--- config.mk ---
export PLATFORM = sky130hd
export DESIGN_NAME = multicycle_control_unit
export DESIGN_NICKNAME = d
export VERILOG_FILES = /design/src/rtl/mc_ctrl_pkg.sv /design/src/rtl/mc_alu_op_decode.sv /design/src/rtl/multicycle_control_unit.sv
export SDC_FILE = /design/constraint.sdc
export NUM_CORES = 1
export LEC_CHECK = 0
export CAP_MARGIN = 30
export CORE_UTILIZATION = 28
export CTS_CLUSTER_SIZE = 25
export DETAILED_ROUTE_END_ITERATION = 10
export PLACE_DENSITY = 0.75
export SKIP_CTS_REPAIR_TIMING = 1
export SYNTH_ARGS = -nofsm -noshare
export SYNTH_HDL_FRONTEND = slang
export SYNTH_SLANG_ARGS = --single-unit
--- constraint.sdc ---
create_clock -name clk -period 1.3 [get_ports clk]
set_input_delay 0.195 -clock clk [delete_from_list [all_inputs] [get_ports clk]]
set_output_delay 0.195 -clock clk [all_outputs]
set_load 0.05 [all_outputs]
--- src/rtl/mc_ctrl_pkg.sv ---
// mc_ctrl_pkg: shared definitions for the multicycle control unit.
//   state_t      - FSM states (IF, ID, EX, MEM, WB, PCINC, JALR2, HALT)
//   alu_class_t  - how the ALU op decoder interprets funct3/inst[30]
//   OP_*         - RV32 major opcodes recognised by the controller
//   ALU_*        - ALU operation codes driven on alu_op
//   SRC_A_*, SRC_B_*, WB_*, PC_SRC_*, ADDR_* - datapath mux selects
//   F3_B*        - branch funct3 encodings
`timescale 1ns/1ps
package mc_ctrl_pkg;

  typedef enum logic [2:0] {
    S_IF    = 3'd0,
    S_ID    = 3'd1,
    S_EX    = 3'd2,
    S_MEM   = 3'd3,
    S_WB    = 3'd4,
    S_PCINC = 3'd5,
    S_JALR2 = 3'd6,
    S_HALT  = 3'd7
  } state_t;

  typedef enum logic [1:0] {
    CLS_ADD    = 2'd0,
    CLS_SUB    = 2'd1,
    CLS_RTYPE  = 2'd2,
    CLS_IARITH = 2'd3
  } alu_class_t;

  localparam logic [6:0] OP_RTYPE  = 7'b0110011;
  localparam logic [6:0] OP_IARITH = 7'b0010011;
  localparam logic [6:0] OP_LOAD   = 7'b0000011;
  localparam logic [6:0] OP_STORE  = 7'b0100011;
  localparam logic [6:0] OP_BRANCH = 7'b1100011;
  localparam logic [6:0] OP_JAL    = 7'b1101111;
  localparam logic [6:0] OP_JALR   = 7'b1100111;
  localparam logic [6:0] OP_ECALL  = 7'b1110011;

  localparam logic [3:0] ALU_AND = 4'b0000;
  localparam logic [3:0] ALU_OR  = 4'b0001;
  localparam logic [3:0] ALU_ADD = 4'b0010;
  localparam logic [3:0] ALU_SLL = 4'b0011;
  localparam logic [3:0] ALU_SUB = 4'b0110;
  localparam logic [3:0] ALU_XOR = 4'b0111;
  localparam logic [3:0] ALU_SRL = 4'b1000;

  localparam logic       SRC_A_PC    = 1'b0;
  localparam logic       SRC_A_RS1   = 1'b1;
  localparam logic [1:0] SRC_B_RS2   = 2'd0;
  localparam logic [1:0] SRC_B_FOUR  = 2'd1;
  localparam logic [1:0] SRC_B_IMM   = 2'd2;
  localparam logic [1:0] WB_ALUOUT   = 2'd0;
  localparam logic [1:0] WB_MDR      = 2'd1;
  localparam logic [1:0] WB_ALU      = 2'd2;
  localparam logic       PC_SRC_ALU    = 1'b0;
  localparam logic       PC_SRC_ALUOUT = 1'b1;
  localparam logic       ADDR_PC       = 1'b0;
  localparam logic       ADDR_ALUOUT   = 1'b1;

  localparam logic [2:0] F3_BEQ = 3'b000;
  localparam logic [2:0] F3_BNE = 3'b001;
  localparam logic [2:0] F3_BLT = 3'b100;
  localparam logic [2:0] F3_BGE = 3'b101;

endpackage

--- src/rtl/mc_alu_op_decode.sv ---
// mc_alu_op_decode: purely combinational ALU operation decoder.
//   op_class in  2  alu_class_t: forced ADD, forced SUB, R-type or I-arith
//   inst30   in  1  instruction bit 30 (SUB/ADD distinction, R-type only)
//   funct3   in  3  instruction funct3
//   alu_op   out 4  ALU operation code
// Unlisted funct3 combinations fall back to ADD.
`timescale 1ns/1ps
module mc_alu_op_decode
  import mc_ctrl_pkg::*;
(
  input  logic [1:0] op_class,
  input  logic       inst30,
  input  logic [2:0] funct3,
  output logic [3:0] alu_op
);

  always_comb begin
    alu_op = ALU_ADD;
    case (op_class)
      CLS_SUB: alu_op = ALU_SUB;
      CLS_RTYPE: begin
        case ({inst30, funct3})
          4'b0000: alu_op = ALU_ADD;
          4'b1000: alu_op = ALU_SUB;
          4'b0111: alu_op = ALU_AND;
          4'b0110: alu_op = ALU_OR;
          4'b0001: alu_op = ALU_SLL;
          4'b0100: alu_op = ALU_XOR;
          4'b0101: alu_op = ALU_SRL;
          default: alu_op = ALU_ADD;
        endcase
      end
      // Immediate forms ignore bit 30: it belongs to the immediate field.
      CLS_IARITH: begin
        case (funct3)
          3'b000:  alu_op = ALU_ADD;
          3'b100:  alu_op = ALU_XOR;
          3'b110:  alu_op = ALU_OR;
          3'b111:  alu_op = ALU_AND;
          3'b001:  alu_op = ALU_SLL;
          3'b101:  alu_op = ALU_SRL;
          default: alu_op = ALU_ADD;
        endcase
      end
      default: alu_op = ALU_ADD;
    endcase
  end

endmodule

--- src/rtl/multicycle_control_unit.sv ---
// multicycle_control_unit: FSM controller for a multicycle RV32 subset datapath.
//   clk        in   rising-edge clock
//   reset_n    in   asynchronous active-low reset
//   inst       in   instruction register (opcode [6:0], funct3 [14:12], bit 30)
//   alu_bcond  in   ALU flags: [0] zero, [1] negative, [2] positive
//   mem_ready  in   memory access completes this cycle
//   halt_req   in   datapath halt request, looked at only in EX on ECALL
//   ir_write, pc_write, mem_read, mem_write, reg_write  out  datapath strobes
//   i_or_d     out  memory address select (PC / ALUOut)
//   alu_src_a  out  ALU A select (PC / rs1)
//   alu_src_b  out  ALU B select (rs2 / 4 / imm)
//   alu_op     out  ALU operation code
//   pc_source  out  next-PC select (live ALU / ALUOut)
//   wb_sel     out  register write data select (ALUOut / MDR / live ALU)
//   is_halted  out  registered halt flag
// Build option: define MC_ECALL_HALT_EN to let ECALL with halt_req stop the
// machine in HALT until reset; otherwise ECALL behaves as a NOP.
`timescale 1ns/1ps
module multicycle_control_unit
  import mc_ctrl_pkg::*;
(
  input  logic        clk,
  input  logic        reset_n,
  input  logic [31:0] inst,
  input  logic [2:0]  alu_bcond,
  input  logic        mem_ready,
  input  logic        halt_req,
  output logic        ir_write,
  output logic        pc_write,
  output logic        mem_read,
  output logic        mem_write,
  output logic        reg_write,
  output logic        i_or_d,
  output logic        alu_src_a,
  output logic [1:0]  alu_src_b,
  output logic [3:0]  alu_op,
  output logic        pc_source,
  output logic [1:0]  wb_sel,
  output logic        is_halted
);

  state_t     state, state_next;
  alu_class_t alu_class;
  logic [6:0] opcode;
  logic [2:0] funct3;
  logic       br_taken;

  assign opcode = inst[6:0];
  assign funct3 = inst[14:12];

  // Fields the controller never looks at.
  logic unused_in;
  assign unused_in = ^{inst[31], inst[29:15], inst[11:7], alu_bcond[2], halt_req};

  always_comb begin
    case (funct3)
      F3_BEQ:  br_taken = alu_bcond[0];
      F3_BNE:  br_taken = !alu_bcond[0];
      F3_BLT:  br_taken = alu_bcond[1];
      F3_BGE:  br_taken = !alu_bcond[1];
      default: br_taken = 1'b0;
    endcase
  end

  always_ff @(posedge clk or negedge reset_n) begin
    if (!reset_n) begin
      state     <= S_IF;
      is_halted <= 1'b0;
    end else begin
      state     <= state_next;
      is_halted <= (state_next == S_HALT);
    end
  end

  always_comb begin
    state_next = state;
    alu_class  = CLS_ADD;
    ir_write   = 1'b0;
    pc_write   = 1'b0;
    mem_read   = 1'b0;
    mem_write  = 1'b0;
    reg_write  = 1'b0;
    i_or_d     = ADDR_PC;
    alu_src_a  = SRC_A_PC;
    alu_src_b  = SRC_B_RS2;
    pc_source  = PC_SRC_ALU;
    wb_sel     = WB_ALUOUT;

    case (state)
      S_IF: begin
        mem_read = 1'b1;
        if (mem_ready) begin
          ir_write   = 1'b1;
          state_next = S_ID;
        end
      end

      // PC+imm computed speculatively so ALUOut holds the branch/JAL target.
      S_ID: begin
        alu_src_b  = SRC_B_IMM;
        state_next = S_EX;
      end

      S_EX: begin
        case (opcode)
          OP_RTYPE: begin
            alu_src_a  = SRC_A_RS1;
            alu_class  = CLS_RTYPE;
            state_next = S_WB;
          end
          OP_IARITH: begin
            alu_src_a  = SRC_A_RS1;
            alu_src_b  = SRC_B_IMM;
            alu_class  = CLS_IARITH;
            state_next = S_WB;
          end
          OP_LOAD, OP_STORE: begin
            alu_src_a  = SRC_A_RS1;
            alu_src_b  = SRC_B_IMM;
            state_next = S_MEM;
          end
          OP_BRANCH: begin
            alu_src_a = SRC_A_RS1;
            alu_class = CLS_SUB;
            if (br_taken) begin
              pc_write   = 1'b1;
              pc_source  = PC_SRC_ALUOUT;
              state_next = S_IF;
            end else begin
              state_next = S_PCINC;
            end
          end
          // Link value PC+4 comes straight off the ALU; target from ALUOut.
          OP_JAL: begin
            alu_src_b  = SRC_B_FOUR;
            reg_write  = 1'b1;
            wb_sel     = WB_ALU;
            pc_write   = 1'b1;
            pc_source  = PC_SRC_ALUOUT;
            state_next = S_IF;
          end
          OP_JALR: begin
            alu_src_a  = SRC_A_RS1;
            alu_src_b  = SRC_B_IMM;
            state_next = S_JALR2;
          end
          OP_ECALL: begin
`ifdef MC_ECALL_HALT_EN
            state_next = halt_req ? S_HALT : S_PCINC;
`else
            state_next = S_PCINC;
`endif
          end
          default: state_next = S_PCINC;
        endcase
      end

      // Address stays on the ALU for the whole access, even while stalled.
      S_MEM: begin
        alu_src_a = SRC_A_RS1;
        alu_src_b = SRC_B_IMM;
        i_or_d    = ADDR_ALUOUT;
        if (opcode == OP_STORE) begin
          mem_write = 1'b1;
          if (mem_ready) state_next = S_PCINC;
        end else begin
          mem_read = 1'b1;
          if (mem_ready) state_next = S_WB;
        end
      end

      // Register write-back overlaps the PC+4 update.
      S_WB: begin
        reg_write  = 1'b1;
        wb_sel     = (opcode == OP_LOAD) ? WB_MDR : WB_ALUOUT;
        alu_src_b  = SRC_B_FOUR;
        pc_write   = 1'b1;
        state_next = S_IF;
      end

      S_PCINC: begin
        alu_src_b  = SRC_B_FOUR;
        pc_write   = 1'b1;
        state_next = S_IF;
      end

      S_JALR2: begin
        alu_src_b  = SRC_B_FOUR;
        reg_write  = 1'b1;
        wb_sel     = WB_ALU;
        pc_write   = 1'b1;
        pc_source  = PC_SRC_ALUOUT;
        state_next = S_IF;
      end

      S_HALT: state_next = S_HALT;

      default: state_next = S_IF;
    endcase

    // Outputs are held quiet while reset is asserted so a pending memory
    // access is dropped in the same cycle the reset arrives.
    if (!reset_n) begin
      alu_class = CLS_ADD;
      ir_write  = 1'b0;
      pc_write  = 1'b0;
      mem_read  = 1'b0;
      mem_write = 1'b0;
      reg_write = 1'b0;
      i_or_d    = ADDR_PC;
      alu_src_a = SRC_A_PC;
      alu_src_b = SRC_B_RS2;
      pc_source = PC_SRC_ALU;
      wb_sel    = WB_ALUOUT;
    end
  end

  mc_alu_op_decode u_alu_op_decode (
    .op_class (alu_class),
    .inst30   (inst[30]),
    .funct3   (funct3),
    .alu_op   (alu_op)
  );

endmodule

# Word-level counts from Yosys, hierarchy flattened
# Cells that the tools add are included.
totals:
  regBits: 4
  input_bits: 39
  output_inout_bits: 17
  wordCells: 86
classes:
  eq_ne: 29
  n_mux: 44
  n_reduce_logical: 11
op_table:
  columns: ["op", "count"]
  rows:
  - ["3-bit == test (second input constant)", 9]
  - ["4-bit one-hot mux with 6 select lines", 1]
  - ["7-bit == test (second input constant)", 3]
  - ["4-bit one-hot mux with 5 select lines", 1]
  - ["1-bit 2-to-1 mux", 18]
  - ["2-bit one-hot mux with 3 select lines", 3]
  - ["3-bit one-hot mux with 6 select lines", 1]
  - ["4-bit by 3-bit == test with 1-bit output (second input constant)", 4]
  - ["3-bit 2-to-1 mux", 5]
  - ["3-bit one-hot mux with 5 select lines", 1]
  - ["7-bit by 6-bit == test with 1-bit output (second input constant)", 2]
  - ["1-bit one-hot mux with 2 select lines", 6]
  - ["4-bit one-hot mux with 3 select lines", 1]
  - ["2-bit 2-to-1 mux", 5]
  - ["2-bit OR reduction", 4]
  - ["7-bit by 2-bit == test with 1-bit output (second input constant)", 1]
  - ["7-bit by 5-bit == test with 1-bit output (second input constant)", 1]
  - ["3-bit by 1-bit == test with 1-bit output (second input constant)", 2]
  - ["3-bit by 2-bit == test with 1-bit output (second input constant)", 2]
  - ["3-bit logical NOT", 2]
  - ["6-bit OR reduction", 1]
  - ["2-bit == test (second input constant)", 2]
  - ["4-bit by 1-bit == test with 1-bit output (second input constant)", 1]
  - ["4-bit == test (second input constant)", 1]
  - ["6 further kinds", 7]

# Depth between registers and ports, before layout
# Gate-level depths: netlist (run 1).
logic_depth:
  depth_word: 6
  depth_mapped: 5
  ltp_nobuf: 4

# By module
# A second synthesis (run 1) with hierarchy kept.
hier_totals:
  cells_unflattened: 91
  area_unflattened_um2: 624.3
by_module_without_submodules:
  columns: ["mod", "instances", "cells_each", "area_per_inst_um2", "seq_area_each_um2"]
  rows:
  - ["multicycle_control_unit", 1, 76, 525.5, 100.1]
  - ["mc_alu_op_decode", 1, 15, 98.8, 0.0]

# Worst setup path before layout (run 1)
# No wires, ideal clock.
synth_timing:
  path_kind: "input-to-output"
  from: "input port inst[6]"
  to: "output port alu_op[2]"
  arrival_ns: 3.101
  required_ns: 1.105
  setup_slack_ns: -1.996
  path_stages: 4
  n_path_buf: 0
  cell_sequence: "nand2b_1 -> and4bb_2 -> o21ai_0 -> a2111oi_0"
synth_via:
  elab_chain_len: 6
  elab_cells_between_ends: 10
  classes_between: "6 x eq/ne; 4 x mux"
synth_rtl:
  columns: ["element", "line_no", "rtl"]
  rows:
  - ["from (decl)", "multicycle_control_unit.sv:24", "input logic [31:0] inst,"]
  - ["7-bit == test (tied with other cells)", "multicycle_control_unit.sv:105", "case (opcode)"]
  - ["2-bit one-hot mux with 3 select lines (*)", "multicycle_control_unit.sv:105", null]
  - ["2-bit 2-to-1 mux (*)", "multicycle_control_unit.sv:89", "case (state)"]
  - ["2-bit 2-to-1 mux (*)", "multicycle_control_unit.sv:203", "if (!reset_n) begin"]
  - ["2-bit == test / 2-bit by 1-bit == test with 1-bit output (equally long branches)", "mc_alu_op_decode.sv:19", "case (op_class)"]
  - ["4-bit one-hot mux with 3 select lines (*)", "mc_alu_op_decode.sv:19", null]
  - ["to (decl)", "multicycle_control_unit.sv:36", "output logic [3:0] alu_op,"]
# Every way passes the cells marked *; elsewhere a longest branch is shown, timed or not.

# Worst setup path after layout (run 1)
layout_timing:
  from: "register state[0]"
  to: "output port alu_src_b[1]"
layout_via:
  elab_chain_len: 4
  elab_cells_between_ends: 10
  classes_between: "6 x eq/ne; 2 x mux; 2 x reduce/logical"
layout_rtl:
  columns: ["element", "line_no", "rtl"]
  rows:
  - ["from (decl)", "multicycle_control_unit.sv:42", "state_t state, state_next;"]
  - ["from (signal assigned)", "multicycle_control_unit.sv:70", "state <= state_next;"]
  - ["3-bit == test (tied with other cells)", "multicycle_control_unit.sv:89", null]
  - ["3-bit OR reduction (no source line) / 2-bit OR reduction (equally long branches)", null, null]
  - ["2-bit one-hot mux with 3 select lines (*)", "multicycle_control_unit.sv:89", null]
  - ["2-bit 2-to-1 mux (*)", "multicycle_control_unit.sv:203", null]
  - ["to (decl)", "multicycle_control_unit.sv:35", "output logic [1:0] alu_src_b,"]
# Marks and branches as above.

==> flow_summary.yaml, run 1 <==
synth:
  synth_top_family_by_area: "simple AND/OR/NAND/NOR gates"
  ys_top_cells_by_area: "sky130_fd_sc_hd__dfrtp_1 15%, sky130_fd_sc_hd__nand2_1 5.7%, sky130_fd_sc_hd__nand2b_1 5.7%"
  synth_fa_ha_area_frac: 0
  syn-mean-instance-area_sq_um: 7.68
  seq_area_frac_synth: 0.152
  synth.lib_cells_used.distinct: 37
  synthesis.nets: 125
  netlist.top_cell.by_area: "sky130_fd_sc_hd__dfrtp_1"
  synth_simple_gate_area_frac: 0.553
  synth-compound-area-share: 0.237
  yosys.area_share.xor_xnor: 0.0133
  fraction_of_synthesized_area_in_multiplexers: 0.0152
  synth-warning-count: 0
  post_synthesis_cell_area_sq_um: 661
  synth_top_area_share: 0.152
  synth.ff_latch_count: 4
  synthesis.instances: 86
worst_setup_path:
  worst-r2r-setup-slack_ns: -0.15
  critical_path.top_delay_family: "compound AO/OA/AOI/OAI gates"
  slowest_delay_ns: 0.41
  timing.critical_path.fanout_max: 4
  rr_worst_depth: 5
  worst-setup-path-type: "reg -> out"
  timing.critical_path.from_type: "flop"
  timing.critical_path.required_ns: 1.11
  arrival_ns: 1.65
  path_depth: 4
  crit_chain: "nand2b_1 -> a2111oi_4 -> o311a_4 -> buf_12"
  critPathBufInv: 1
  critical_path.slowest_cell: "sky130_fd_sc_hd__dfrtp_1"
  critical_path.endpoint_type: "primary output"
  crit-reg2reg-capture: "state[1]"
  worstReg2RegStart: "state[0]"
clock_tree:
  cts.htree.levels: 1
  tritoncts.num_buffers: 3
  clock_path_buffers: 2
  sinks_on_clock_net: 4
  clk_latency_ns: 0.24
  cts_tree: "yes"
  clkSlewWorstSetupHoldPaths_ns: 0.04
  root_buffer: "sky130_fd_sc_hd__clkbuf_4"
finish:
  post-route-cell-area_sq_um: 1720
  layout.core_utilization: 0.778
  areaGrowthSynthToFinish_pct: 161
  area_of_the_multi_input_gates_sq_um: 764
  num-nets-final: 200
  layout-drive-gt1-share: 0.675
  fill_cells: 158
  antenna_cells: 0
  sequential_cell_area_sq_um: 101
  final-instance-count-excl-fill: 188
global_route:
  grt_start_max_net_pins: 11
  grt_util_all_layers: 0.209
  first_global_vias: 937
  grt-ovfl-total: 0
  grt_pass1_wl_um: 4080
  grt_antenna_before_repair: 0
sta:
  grt_setup_unrepaired: "yes"
  achievable-frequency_mhz: 542
  slew_violations: 0
  layout_worst_path_cycle_share: 1.42
  worstMarginPinSlew_ns: 0.390
  setup-violations-final: 19
  hold_viol: 0
  finalWorstPathRequiredPeriod_ns: 1.85
  skew_ns: 0.0103
  slew_headroom: 0.738
  setup_ws_ns: -0.545
placement:
  dpl_cell_area_sq_um: 1540
  pre_cts_ws_ns: -0.841
  port_buffers: 32
  gp_congestion: 0.871
  dp.cells: 176
  place.detailed.hpwl_um: 2070
floorplan:
  fp.dieW_um: 50.6
  floorplan.io_pins: 56
  fp.dieH_um: 50.6
  row_count: 17
  die_area_sq_um: 2560
  starting_density_of_the_core: 0.299
  coreArea_sq_um: 2210
route:
  drc: 0
  drt-pass1-iter-count: 4
  viasPerCell: 4.96
  route.final.wire_length_um: 2670
  route.detailed.wl_per_inst_um: 14.2
  routed-via-count: 933
  drt-initial-drc-count: 7
  ant_nets: 0
pwr:
  ir_drop_worst_case_vdd_mv: 1.28
  power.density_nw_per_um2: 1280
  power_leakage_nw: 0.788
outcome:
  failed_checks: "negative setup slack"
  outcome: "finished, violations left"
hold_path:
  worstHoldPathType: "in -> async"
flow_run:
  max-cap-violations: 0
per-stage QoR:
stage	setup TNS [ns]	total power, W	hold WS (ns)
final	-6.83	0.00220	0.122
after global routing	-7.75	0.00231	0.139
after CTS	-11.74	0.00201	0.417
after detailed placement	-12.14	0.00183	0.676
after global placement	-11.36	0.00181	0.681
after floorplan	-2.78	0.00119	-0.101
logic make-up (layout without fill, tap and decap cells):
logic type | count (synthesis) | in the layout
compound gates | 19 | 19
buf+inv | 5 | 79
mux | 1 | 1
simple gates | 56 | 56
flops | 4 | 4
xor+xnor | 1 | 1
sequential cells by signal, summed over array words and instances (netlist names):
| signal | count |
|---|---|
| state | 3 |
| is_halted | 1 |
worst max-delay path by stage:
stage	startpoint	to	slack, ns
after floorplan	inst[2]	alu_op[3]	-0.44
after CTS	inst[1]	pc_source	-0.85
after global routing	state[0]	alu_src_b[1]	-0.60
final	state[0]	alu_src_b[1]	-0.55
after detailed placement	inst[1]	pc_source	-0.84
after global placement	inst[1]	pc_source	-0.78
per-layer routing:
metal / vias up / wire length (um) / GRT usage
met5: - / 0 / 0
met4: 0 / 14 / 0.0463
met3: 2 / 118 / 0.0515
met2: 26 / 1410 / 0.389
met1: 435 / 1120 / 0.236
li1: 470 / - / -
worst reg2reg max path: cells and delay by family (launching register included):
| family | cells | cell delay, ns |
|---|---|---|
| flops | 1 | 0.41 |
| buf+inv | 2 | 0.27 |
| simple gates | 1 | 0.23 |
| compound gates | 2 | 0.47 |
cells in the mapped netlist (all sizes together):
master / number
a31o: 2
nor3: 2
a2111oi: 2
a21oi: 6
clkbuf: 2
inv: 2
or2: 4
nand4b: 4
dfrtp: 4
nor2: 9
or3b: 1
nor3b: 1
o311a: 1
buf: 1
and4bb: 1
xnor2: 1
o21ba: 1
a41o: 1
nand3: 2
nand2b: 6
nor2b: 3
nand3b: 1
and3: 3
o211a: 1
nand2: 10
mux2i: 1
nor4b: 1
o21ai: 3
or4: 1
or3: 3
o311ai: 2
nand4bb: 1
and2b: 3
cells in the final DEF (no fill, tap or decap), drive strengths merged, types with 2 or more instances in the layout:
cell           instances
clkdlybuf4s50          3
buf                   57
dfrtp                  4
a31o                   2
nor3                   2
nand2b                 6
o311ai                 2
nand4b                 4
and3                   3
dlymetal6s2s           8
or3                    3
o21ai                  3
a21oi                  6
and2b                  3
nor2                   9
nand3                  2
a2111oi                2
nor2b                  3
clkbuf                 9
inv                    2
nand2                 10
or2                    4
where the power goes:
group	switching (W)	total [W]	internal, W
combinational	0.000912	0.00180	0.000888
clock	0.0000570	0.000173	0.000116
sequential	0.0000476	0.000223	0.000176
final cells by class:
class | count | share of cell area
Clock buffer | 4 | 0.0153
Inverter | 2 | 0.00581
Multi-Input combinational cell | 77 | 0.444
Sequential cell | 4 | 0.0589
Tap cell | 28 | 0.0203
Timing Repair Buffer | 73 | 0.456
Note: power is estimated with default switching activity, not from simulation.
==> inputs of run 2 (changes only) <==
TNS_END_PERCENT = 1   (was default)
==> run 2 against run 1 <==
The flow still finishes with violations (negative setup slack). Fmax up 0.70%. Count of clock-buffer cells in the layout down 1. First-iteration DRC count rose to 3.4 times the previous value. Core utilization down 5.4 points. Hold slack better by 0.18 ns.
==> flow_summary.yaml, run 2 (synthesis gave the netlist of run 1 again) <==
sta:
  skew_ns: 0.00650
  finalWorstPathRequiredPeriod_ns: 1.83
  slew_violations: 0
  worstMarginPinSlew_ns: 0.308
  setup_ws_ns: -0.532
  layout_worst_path_cycle_share: 1.41
  slew_headroom: 0.794
  setup-violations-final: 17
  grt_setup_unrepaired: "yes"
  fin_worst_hold_slack_ns: 0.304
  hold_viol: 0
  achievable-frequency_mhz: 546
worst_setup_path:
  worst-setup-path-type: "reg -> out"
  critical_path.top_delay_family: "simple AND/OR/NAND/NOR gates"
  slowest_delay_ns: 0.43
  timing.critical_path.fanout_max: 5
  critPathBufInv: 1
  critical_path.endpoint_type: "primary output"
  timing.critical_path.required_ns: 1.11
  critical_path.slowest_cell: "sky130_fd_sc_hd__or3b_4"
  timing.critical_path.from_type: "flop"
  crit_chain: "and2b_2 -> nand4b_4 -> or3b_4 -> buf_8"
  arrival_ns: 1.64
finish:
  num-nets-final: 189
  largest_reg_flops: 3
  areaGrowthSynthToFinish_pct: 143
  post-route-cell-area_sq_um: 1600
  layout-drive-gt1-share: 0.628
  fill_cells: 153
  sequential_cell_area_sq_um: 101
  top_flop_regs: "state (3), is_halted (1)"
  layout.core_utilization: 0.725
  layout.cells.most_common_list: "28 x sky130_fd_sc_hd__buf_4, 14 x sky130_fd_sc_hd__buf_12, 9 x sky130_fd_sc_hd__nand2_1"
  area_of_the_multi_input_gates_sq_um: 717
  register_containing_the_most_flip_flops_in_the_final_layout: "state"
  antenna_cells: 0
  layout.cells.most_common: "sky130_fd_sc_hd__buf_4"
route:
  drt-initial-drc-count: 24
  ant_nets: 0
  drt-pass1-iter-count: 4
  viasPerCell: 5.20
  drc: 0
  routed-via-count: 915
  route.detailed.wl_per_inst_um: 15.6
  route.final.wire_length_um: 2750
hold_path:
  worstHoldPathType: "in -> async"
global_route:
  grt_start_max_net_pins: 11
  grt-ovfl-total: 0
  grt_pass1_wl_um: 4010
  grt_util_all_layers: 0.207
  first_global_vias: 868
  grt_antenna_before_repair: 0
floorplan:
  die_area_sq_um: 2560
  starting_density_of_the_core: 0.299
  coreArea_sq_um: 2210
  fp.dieH_um: 50.6
  floorplan.io_pins: 56
  fp.dieW_um: 50.6
  row_count: 17
placement:
  port_buffers: 32
  dpl_cell_area_sq_um: 1420
  place.detailed.hpwl_um: 2040
  gp_congestion: 0.834
  pre_cts_ws_ns: -0.886
outcome:
  outcome: "finished, violations left"
  failed_checks: "negative setup slack"
pwr:
  power_leakage_nw: 0.719
  fin_total_pwr_w: 0.00195
  ir_drop_worst_case_vdd_mv: 0.888
  power.density_nw_per_um2: 1220
clock_tree:
  clk_latency_ns: 0.24
  clkSlewWorstSetupHoldPaths_ns: 0.04
  root_buffer: "sky130_fd_sc_hd__clkbuf_4"
  cts_tree: "yes"
  tritoncts.num_buffers: 3
  cts.htree.levels: 1
  sinks_on_clock_net: 4
  clock_path_buffers: 2
flow_run:
  max-cap-violations: 0
==> run 2: cell count changes in the layout (fill, tap and decap cells not counted), sizes merged <==
cell / previous run / this run
buf: 57 / 46
clkbuf: 9 / 7
clkdlybuf4s50: 3 / 4
==> run 2: power breakdown <==
part / leakage, nW / switching (W) / internal [W] / total (W)
registers: 0.0507 / 0.0000568 / 0.000175 / 0.000232
logic: 0.654 / 0.000824 / 0.000737 / 0.00156
clock network: 0.0138 / 0.0000527 / 0.000103 / 0.000156
total: 0.719 / 0.000933 / 0.00102 / 0.00195
==> run 2: routing by layer <==
layer,up-vias,track usage,wire (um)
li1,447,-,-
met5,-,0,0
met2,25,0.373,1450
met4,0,0.0833,65
met3,10,0.0394,134
met1,433,0.236,1100
==> run 2: through the flow <==
| step | TNS [ns] | instances |
|---|---|---|
| finish | -6.37 | 176 |
| global placement | -11.99 | 171 |
| detailed placement | -12.49 | 171 |
| floorplan | -5.13 | 86 |
| CTS | -11.91 | 174 |
| global route | -7.44 | 176 |
==> run 2: path summary, 6_finish.rpt <==
path	from	endpoint	slack, ns	cells after the start
hold / removal	reset_n	state[0]	0.30	2
setup reg to reg	state[0]	state[1]	-0.14	5
max in group asynchronous	reset_n	state[1]	0.85	2
min in group clk	inst[4]	state[2]	0.59	5
setup / recovery	state[2]	alu_op[1]	-0.53	4
hold reg to reg	state[2]	is_halted	0.60	1
==> run 2: cell type report <==
| cell class | count | share of cell area |
|---|---|---|
| Inverter | 2 | 0.00468 |
| Clock buffer | 3 | 0.0141 |
| Multi-Input combinational cell | 77 | 0.447 |
| Timing Repair Buffer | 62 | 0.449 |
| Tap cell | 28 | 0.0219 |
| Sequential cell | 4 | 0.0632 |
